File: src/rtl/otter_alu_pkg.sv
// Shared ALU definitions: op-code encoding ({func7[5], func3}) and datapath widths.
package otter_alu_pkg;

    localparam int unsigned XLEN = 32;
    localparam int unsigned OP_W = 4;
    localparam int unsigned SHAMT_W = 5;

    typedef enum logic [OP_W-1:0] {
        ADD  = 4'd0,
        SLL  = 4'd1,
        SLT  = 4'd2,
        SLTU = 4'd3,
        XOR  = 4'd4,
        SRL  = 4'd5,
        OR   = 4'd6,
        AND  = 4'd7,
        SUB  = 4'd8,
        LUI  = 4'd9,
        MUL  = 4'd10,
        SRA  = 4'd13
    } alu_op_t;

endpackage

File: src/rtl/otter_alu.sv
// OTTER ALU: purely combinational, result valid in the same cycle as its inputs.
//   op_i     : operation code ({func7[5], func3}); undefined codes yield 0
//   a_i, b_i : operands (shift amount taken from b_i[4:0])
//   result_o : operation result (low XLEN bits for multiply)
module otter_alu
    import otter_alu_pkg::*;
(
    input  logic [OP_W-1:0] op_i,
    input  logic [XLEN-1:0] a_i,
    input  logic [XLEN-1:0] b_i,
    output logic [XLEN-1:0] result_o
);

    logic [SHAMT_W-1:0] shamt;

    assign shamt = b_i[SHAMT_W-1:0];

    // Operation decode
    always_comb begin
        result_o = '0;
        case (alu_op_t'(op_i))
            ADD:  result_o = a_i + b_i;
            SUB:  result_o = a_i - b_i;
            OR:   result_o = a_i | b_i;
            AND:  result_o = a_i & b_i;
            XOR:  result_o = a_i ^ b_i;
            SRL:  result_o = a_i >> shamt;
            SLL:  result_o = a_i << shamt;
            SRA:  result_o = XLEN'($signed(a_i) >>> shamt);
            SLT:  result_o = XLEN'($signed(a_i) < $signed(b_i));
            SLTU: result_o = XLEN'(a_i < b_i);
            LUI:  result_o = a_i;
            MUL:  result_o = XLEN'(a_i * b_i);
            default: result_o = '0;
        endcase
    end

endmodule

File: src/rtl/otter_alu_arbiter.sv
// Two-requester round-robin front end for a single shared OTTER ALU, with a
// one-entry registered result buffer routed back to the granted requester.
//   CLK, RST            : clock, synchronous active-high reset
//   req<k>_valid/ready  : request handshake (ready is combinational on valid)
//   req<k>_op/_a/_b     : op code and operands
//   rsp<k>_valid/ready  : response handshake
//   rsp<k>_data         : shared result register, meaningful only with valid
//   busy                : result buffer occupied
module otter_alu_arbiter
    import otter_alu_pkg::*;
(
    input  logic            CLK,
    input  logic            RST,
    input  logic            req0_valid,
    output logic            req0_ready,
    input  logic [OP_W-1:0] req0_op,
    input  logic [XLEN-1:0] req0_a,
    input  logic [XLEN-1:0] req0_b,
    input  logic            req1_valid,
    output logic            req1_ready,
    input  logic [OP_W-1:0] req1_op,
    input  logic [XLEN-1:0] req1_a,
    input  logic [XLEN-1:0] req1_b,
    output logic            rsp0_valid,
    input  logic            rsp0_ready,
    output logic [XLEN-1:0] rsp0_data,
    output logic            rsp1_valid,
    input  logic            rsp1_ready,
    output logic [XLEN-1:0] rsp1_data,
    output logic            busy
);

    logic            rsp_valid_q, rsp_valid_d;
    logic            rsp_owner_q, rsp_owner_d;
    logic [XLEN-1:0] rsp_data_q,  rsp_data_d;
    logic            last_grant_q, last_grant_d;

    logic            grant;
    logic            grant_vld;
    logic            drain;
    logic            can_accept;
    logic            accept;
    logic [OP_W-1:0] alu_op;
    logic [XLEN-1:0] alu_a;
    logic [XLEN-1:0] alu_b;
    logic [XLEN-1:0] alu_y;

    // Round-robin grant: on conflict, favour the requester not served last
    always_comb begin
        grant_vld = req0_valid | req1_valid;
        grant     = req1_valid;
        if (req0_valid && req1_valid) begin
            grant = ~last_grant_q;
        end
    end

    // Buffer frees up in the same cycle its owner consumes it (pass-through)
    assign drain      = rsp_valid_q && (rsp_owner_q ? rsp1_ready : rsp0_ready);
    assign can_accept = !rsp_valid_q || drain;
    // Nothing is accepted while reset is asserted
    assign accept     = grant_vld && can_accept && !RST;

    assign req0_ready = accept && !grant;
    assign req1_ready = accept &&  grant;

    // Operand mux into the single shared ALU
    assign alu_op = grant ? req1_op : req0_op;
    assign alu_a  = grant ? req1_a  : req0_a;
    assign alu_b  = grant ? req1_b  : req0_b;

    otter_alu u_alu (
        .op_i     (alu_op),
        .a_i      (alu_a),
        .b_i      (alu_b),
        .result_o (alu_y)
    );

    // Result buffer and grant pointer next state
    always_comb begin
        rsp_valid_d  = rsp_valid_q;
        rsp_owner_d  = rsp_owner_q;
        rsp_data_d   = rsp_data_q;
        last_grant_d = last_grant_q;
        if (accept) begin
            rsp_valid_d  = 1'b1;
            rsp_owner_d  = grant;
            rsp_data_d   = alu_y;
            last_grant_d = grant;
        end else if (drain) begin
            rsp_valid_d  = 1'b0;
        end
    end

    // State registers; pointer resets to 1 so requester 0 wins the first conflict
    always_ff @(posedge CLK) begin
        if (RST) begin
            rsp_valid_q  <= 1'b0;
            rsp_owner_q  <= 1'b0;
            rsp_data_q   <= '0;
            last_grant_q <= 1'b1;
        end else begin
            rsp_valid_q  <= rsp_valid_d;
            rsp_owner_q  <= rsp_owner_d;
            rsp_data_q   <= rsp_data_d;
            last_grant_q <= last_grant_d;
        end
    end

    assign rsp0_valid = rsp_valid_q && !rsp_owner_q;
    assign rsp1_valid = rsp_valid_q &&  rsp_owner_q;
    assign rsp0_data  = rsp_data_q;
    assign rsp1_data  = rsp_data_q;
    assign busy       = rsp_valid_q;

endmodule

File: config.mk
export PLATFORM = sky130hd
export DESIGN_NAME = otter_alu_arbiter
export DESIGN_NICKNAME = d
export VERILOG_FILES = /design/src/rtl/otter_alu_pkg.sv /design/src/rtl/otter_alu.sv /design/src/rtl/otter_alu_arbiter.sv
export SDC_FILE = /design/constraint.sdc
export NUM_CORES = 2
export LEC_CHECK = 0
export ABC_AREA = 1
export ABC_CLOCK_PERIOD_IN_PS = 12110
export BUFFER_PORTS_ARGS = -buffer_cell sky130_fd_sc_hd__buf_2
export CORE_ASPECT_RATIO = 1.1
export CORE_UTILIZATION = 23
export CTS_BUF_LIST = sky130_fd_sc_hd__clkbuf_16
export DETAILED_ROUTE_END_ITERATION = 10
export GPL_TIMING_DRIVEN = 0
export HOLD_SLACK_MARGIN = 0.03
export PLACE_DENSITY = 0.47
export REMOVE_ABC_BUFFERS = 1
export SLEW_MARGIN = 0
export SYNTH_ARGS = -nofsm -noshare
export SYNTH_HDL_FRONTEND = slang
export SYNTH_HIERARCHICAL = 1
export SYNTH_SLANG_ARGS = --single-unit
File: constraint.sdc
create_clock -name CLK -period 12.11 [get_ports CLK]
set_clock_uncertainty 0.2 [all_clocks]
set_input_delay 2.422 -clock CLK [delete_from_list [all_inputs] [get_ports CLK]]
set_output_delay 2.422 -clock CLK [all_outputs]
set_load 0.1 [all_outputs]
# Word-level counts from Yosys, hierarchy flattened
# Cells that the tools add are included.
# classes
addsub	2
multipliers	1
n_lt_le_gt_ge	2
eq_ne	11
shifts	3
mux	8
n_bitwise	5
n_reduce_logical	15
# ops
operator	count
32-bit one-hot mux with 12 select lines	1
32-bit less-than comparator	2
32-bit 2-to-1 mux	2
32-bit adder	1
32-bit AND	1
32-bit by 32-bit multiplier with 32-bit output	1
32-bit OR	1
32-bit by 5-bit << shifter with 32-bit output	1
32-bit by 5-bit right shift with 32-bit output	1
32-bit by 5-bit >>> shifter with 32-bit output	1
32-bit subtractor	1
32-bit XOR	1
4-bit by 3-bit == test with 1-bit output (second input constant)	4
4-bit == test (second input constant)	4
4-bit by 2-bit == test with 1-bit output (second input constant)	2
1-bit logical AND	8
4-bit by 1-bit == test with 1-bit output (second input constant)	1
1-bit logical NOT	4
4-bit logical NOT	1
1-bit 2-to-1 mux	4
4-bit 2-to-1 mux	1
2-bit nonzero test	1
1-bit logical OR	1
1-bit NOT	1
1-bit OR	1
# word_totals
reg_bits	35
in_bits	142
output_inout_bits	69
wordCells	51

# Logic depth before layout (Yosys ltp)
# logic_depth
ltp_word	6
ltp_mapped	44
mapped_depth_nobuf	40

# By module
# Netlist, hierarchy kept.
# modules_own_cells
module	instances	cells_per_inst	area_each_um2	seq_area_each_um2
otter_alu	1	4018	25747.2	0.0
otter_alu_arbiter	1	421	2542.4	700.7

# Worst setup path after synthesis
# OpenSTA, ideal clock, no wires.
# synth_timing
path_kind	input to register
start	in req0_valid
end	reg rsp_data_q[26], in the netlist rsp0_data[26]
setup_ns	0.119
arrival_ns	9.649
required_ns	11.791
path_slack_ns	2.141
cell_stages	40
n_path_buf	6
path_cell_list	nand2_1 > nand2_2 > inv_2 > buf_2 > nand2_1 > nand2_1 > buf_2 > buf_2 > buf_2 > buf_2 > buf_1 > nand2_1 > inv_1 > fa_1 > inv_1 > fa_1 > fa_1 > fa_1 > [... 4 more ...] > inv_1 > fa_1 > fa_1 > ha_1 > nand4_1 > nor3_1 > nand4_1 > nand3_1 > a21o_1 > nand2_1 > nand2_1 > nand2_1 > nand2_1 > nor2_1 > nor2_1 > nand3_1 > inv_1 > o21ai_2
# synth_between
elab_chain_cells	5
elab_cells_between_ends	30
classes_between	add/sub (2); mul (1); eq/ne (11); shift (3); mux (5); bitwise (4); reduce/logical (4)
# synth_rtl
element	line_no	source
start, declared	otter_alu_arbiter.sv:14	input logic req0_valid,
1-bit logical AND *	otter_alu_arbiter.sv:52	if (req0_valid && req1_valid) begin
1-bit 2-to-1 mux *	otter_alu_arbiter.sv:52	
32-bit 2-to-1 mux *	otter_alu_arbiter.sv:69	assign alu_b = grant ? req1_b : req0_b;
via alu_b[2]	otter_alu_arbiter.sv:45	logic [XLEN-1:0] alu_b;
32-bit by 32-bit multiplier with 32-bit output, or another cell as far along	otter_alu.sv:33	MUL: result_o = XLEN'(a_i * b_i);
32-bit one-hot mux with 12 select lines *	otter_alu.sv:21	case (alu_op_t'(op_i))
via alu_y[26]	otter_alu_arbiter.sv:46	logic [XLEN-1:0] alu_y;
end signal, assigned	otter_alu_arbiter.sv:104	rsp_data_q <= rsp_data_d;
end, declared	otter_alu_arbiter.sv:35	logic [XLEN-1:0] rsp_data_q, rsp_data_d;
# Mark *: on every way through the listed nets, which the timed path passes. The rest lies on a longest branch.
# A chain may end at the register's enable or synchronous reset.

# Final worst setup path
# layout_timing
start	in req0_valid
end	reg rsp_data_q[31], in the netlist rsp0_data[31]
# Same word-level chain as after synthesis.

==> metrics.txt <==
crit path DAT=11.46 ns; Skew-Pair Late Insertion Delay=0.28 ns; Overall Global Routing Usage=20.1%; crit path kind=in -> reg; Yosys cell types=65; Synth Register Bits=35; normalized max-slew margin=14.6%; via count=28500; Worst-path clk slew=0.06 ns; min-delay worst type=reg -> reg; Filler cells=14000; status=finished clean; area of the multi-input gates=22600 um2; core area=122000 um2; Syn-to-layout area delta=8.63%; H-tree Lvls=2; # diodes=0; final hold vios=0; vias in the first global route=28800; number of synthesized flops with an enable pin=0; via/cell ratio=4.71; critical path peak fanout=72; Netlist Area Pre-Place=28300 um2; Total Wirelength=126000 um; most used cell, CP=fa_1; crit end category=register; fin crit share=95.0%; cts bufs inserted=5; Post-DRT Antenna Nets=0; Worst Tran Pin Value=1.28 ns; share of layout cells above drive strength 1=7.85%; Slew Limit Fails=0; Syn Inst Count=4439; Fmax=86.9 MHz; unrepaired setup endpoints after global routing=false; TritonRoute pass-1 iters=5; Sink Count=35; Crit path largest cell delay=0.55 ns; crit path time final=11.50 ns; WP buf/inv=9; Hold Buf Count CTS=0; sequential fraction of the synthesis area=2.48%; Critical-path top delay cell=fa_1; port bufs=210; first-pass GRT wire length=187000 um; cell family with most CP delay=adder cells; area occupied by registers=701 um2; largest net degree at the start of global routing=77; Root Buffer Master=clkbuf_16; CTS tree=yes; fraction of registers with async set or reset after synthesis=0%; initial core utilization=23.2%; TNS Setup=0 ns; worst reg2reg setup slack=2.50 ns; Site Rows=134; Avg Synthesized Cell Area=6.37 um2; chip height=370 um; dpl hpwl=101000 um; synth warn=6; Primary FF master, synth=dfxtp_1; CTS Buffer Depth=2; Top-Level Pins=211; Residual DRC=0; CP required=12.07 ns; Setup violations, final=0; gpl congestion=0.989; gr ovfl total=0; Iter 0 DRT Violations=2416; Die Area=124000 um2; wire per inst=20.8 um; crit start category=primary input; initial antenna violation count=2; nets@finish=5189; max_cap viols=0; die width=336 um
==> metal layers <==
metal	wire, um	up-vias	part of all wire, %	global-route usage [%]
met5	13	-	0.010	0
met4	5440	2	4.3	7.45
met3	6150	179	4.9	1.68
met2	62500	971	50	35.7
met1	51700	13900	41	25.2
li1	-	13400	-	-
==> final cells by class <==
cell class / count / area share (%)
Multi-Input combinational cell: 3129 / 73.5
Sequential cell: 35 / 2.28
Clock buffer: 5 / 0.407
Inverter: 1022 / 12.5
Timing Repair Buffer: 224 / 4.44
Tap cell: 1632 / 6.64
Clock inverter: 3 / 0.208
==> worst paths after layout <==
check                           cells past startpoint    startpoint            end
worst max-delay path                               34    req0_valid  rsp0_data[31]
worst min-delay path                                2  rsp0_data[8]   rsp0_data[8]
worst max register to register                     33  last_grant_q  rsp0_data[31]
worst min register to register                      2  rsp0_data[8]   rsp0_data[8]
==> cells in the mapped netlist, types with 8 or more instances <==
cell / instances / area [um2]
a211oi_1: 8 / 60.1
a21o_1: 13 / 97.6
a21oi_1: 181 / 906
a221oi_1: 17 / 149
buf_1: 49 / 184
buf_2: 65 / 325
buf_4: 43 / 323
buf_6: 13 / 146
clkbuf_1: 81 / 304
dfxtp_1: 35 / 701
fa_1: 410 / 8210
ha_1: 220 / 2750
inv_1: 1003 / 3760
inv_2: 18 / 67.6
mux2i_1: 10 / 100
nand2_1: 1328 / 4980
nand2_2: 9 / 56.3
nand3_1: 211 / 1060
nand3b_1: 15 / 113
nand4_1: 33 / 206
nor2_1: 160 / 601
nor3_1: 32 / 160
o2111ai_1: 10 / 87.6
o211ai_1: 20 / 150
o21a_1: 11 / 82.6
o21ai_0: 198 / 991
o21ai_1: 71 / 355
o21ai_2: 24 / 210
o21bai_1: 12 / 90.1
o221ai_1: 9 / 78.8
o22ai_1: 35 / 219
or2_2: 14 / 87.6
xor2_1: 8 / 70.1
==> layout by cell type (no fill, tap or decap), drive strengths merged, types with 11 or more instances in the layout <==
cell,count
nand2,1337
o21ai,293
nor3,33
buf,224
a21oi,186
o211ai,20
o21bai,13
dfxtp,35
nand3b,15
nand3,215
o22ai,35
a21o,13
a221oi,17
or2,18
ha,220
nor2,167
o21a,11
inv,1021
fa,410
nand4,33
==> per-stage QoR <==
step / utilization, % / worst slack (ns) / cells / area (um2) / hold slack, ns
floorplan: - / 0.895 / 4186 / 27000 / 0.308
global placement: 24.7 / -2.89 / 6028 / 30100 / 0.284
detailed placement: 25.1 / -0.922 / 6042 / 30500 / 0.286
CTS: 25.2 / 0.0406 / 6050 / 30700 / 0.294
global route: 25.2 / 0.0621 / 6050 / 30700 / 0.312
finish: 25.2 / 0.609 / 6050 / 30700 / 0.287
==> registers in the layout (all words and copies together) (netlist names) <==
register      count
busy              1
last_grant_q      1
rsp_owner_q       1
rsp0_data        32
==> tightest hold or removal path: stages, from the launching register on <==
cell and delay, ns:
dfxtp_1 0.31, nand3_1 0.07, o21ai_1 0.05
==> cell families (layout without fill, tap and decap cells) <==
group	count (synthesis)	after routing	synth area share, %
flops	35	35	2.48
compound gates	650	650	13.5
buf+inv	1275	1254	18.1
mux	10	10	0.354
simple gates	1829	1829	26.5
xor+xnor	10	10	0.310
fa+ha+maj	630	630	38.7
==> timing repair <==
| action | in CTS | in global routing |
|---|---|---|
| setup endpoints to repair | 10 | 9 |
| resized for setup | 4 | 9 |
| setup buffers | 0 | 0 |
Power is left out: the tool's default activity adds up to more than one toggle a clock period on the data nets, which glitch-free logic cannot reach.
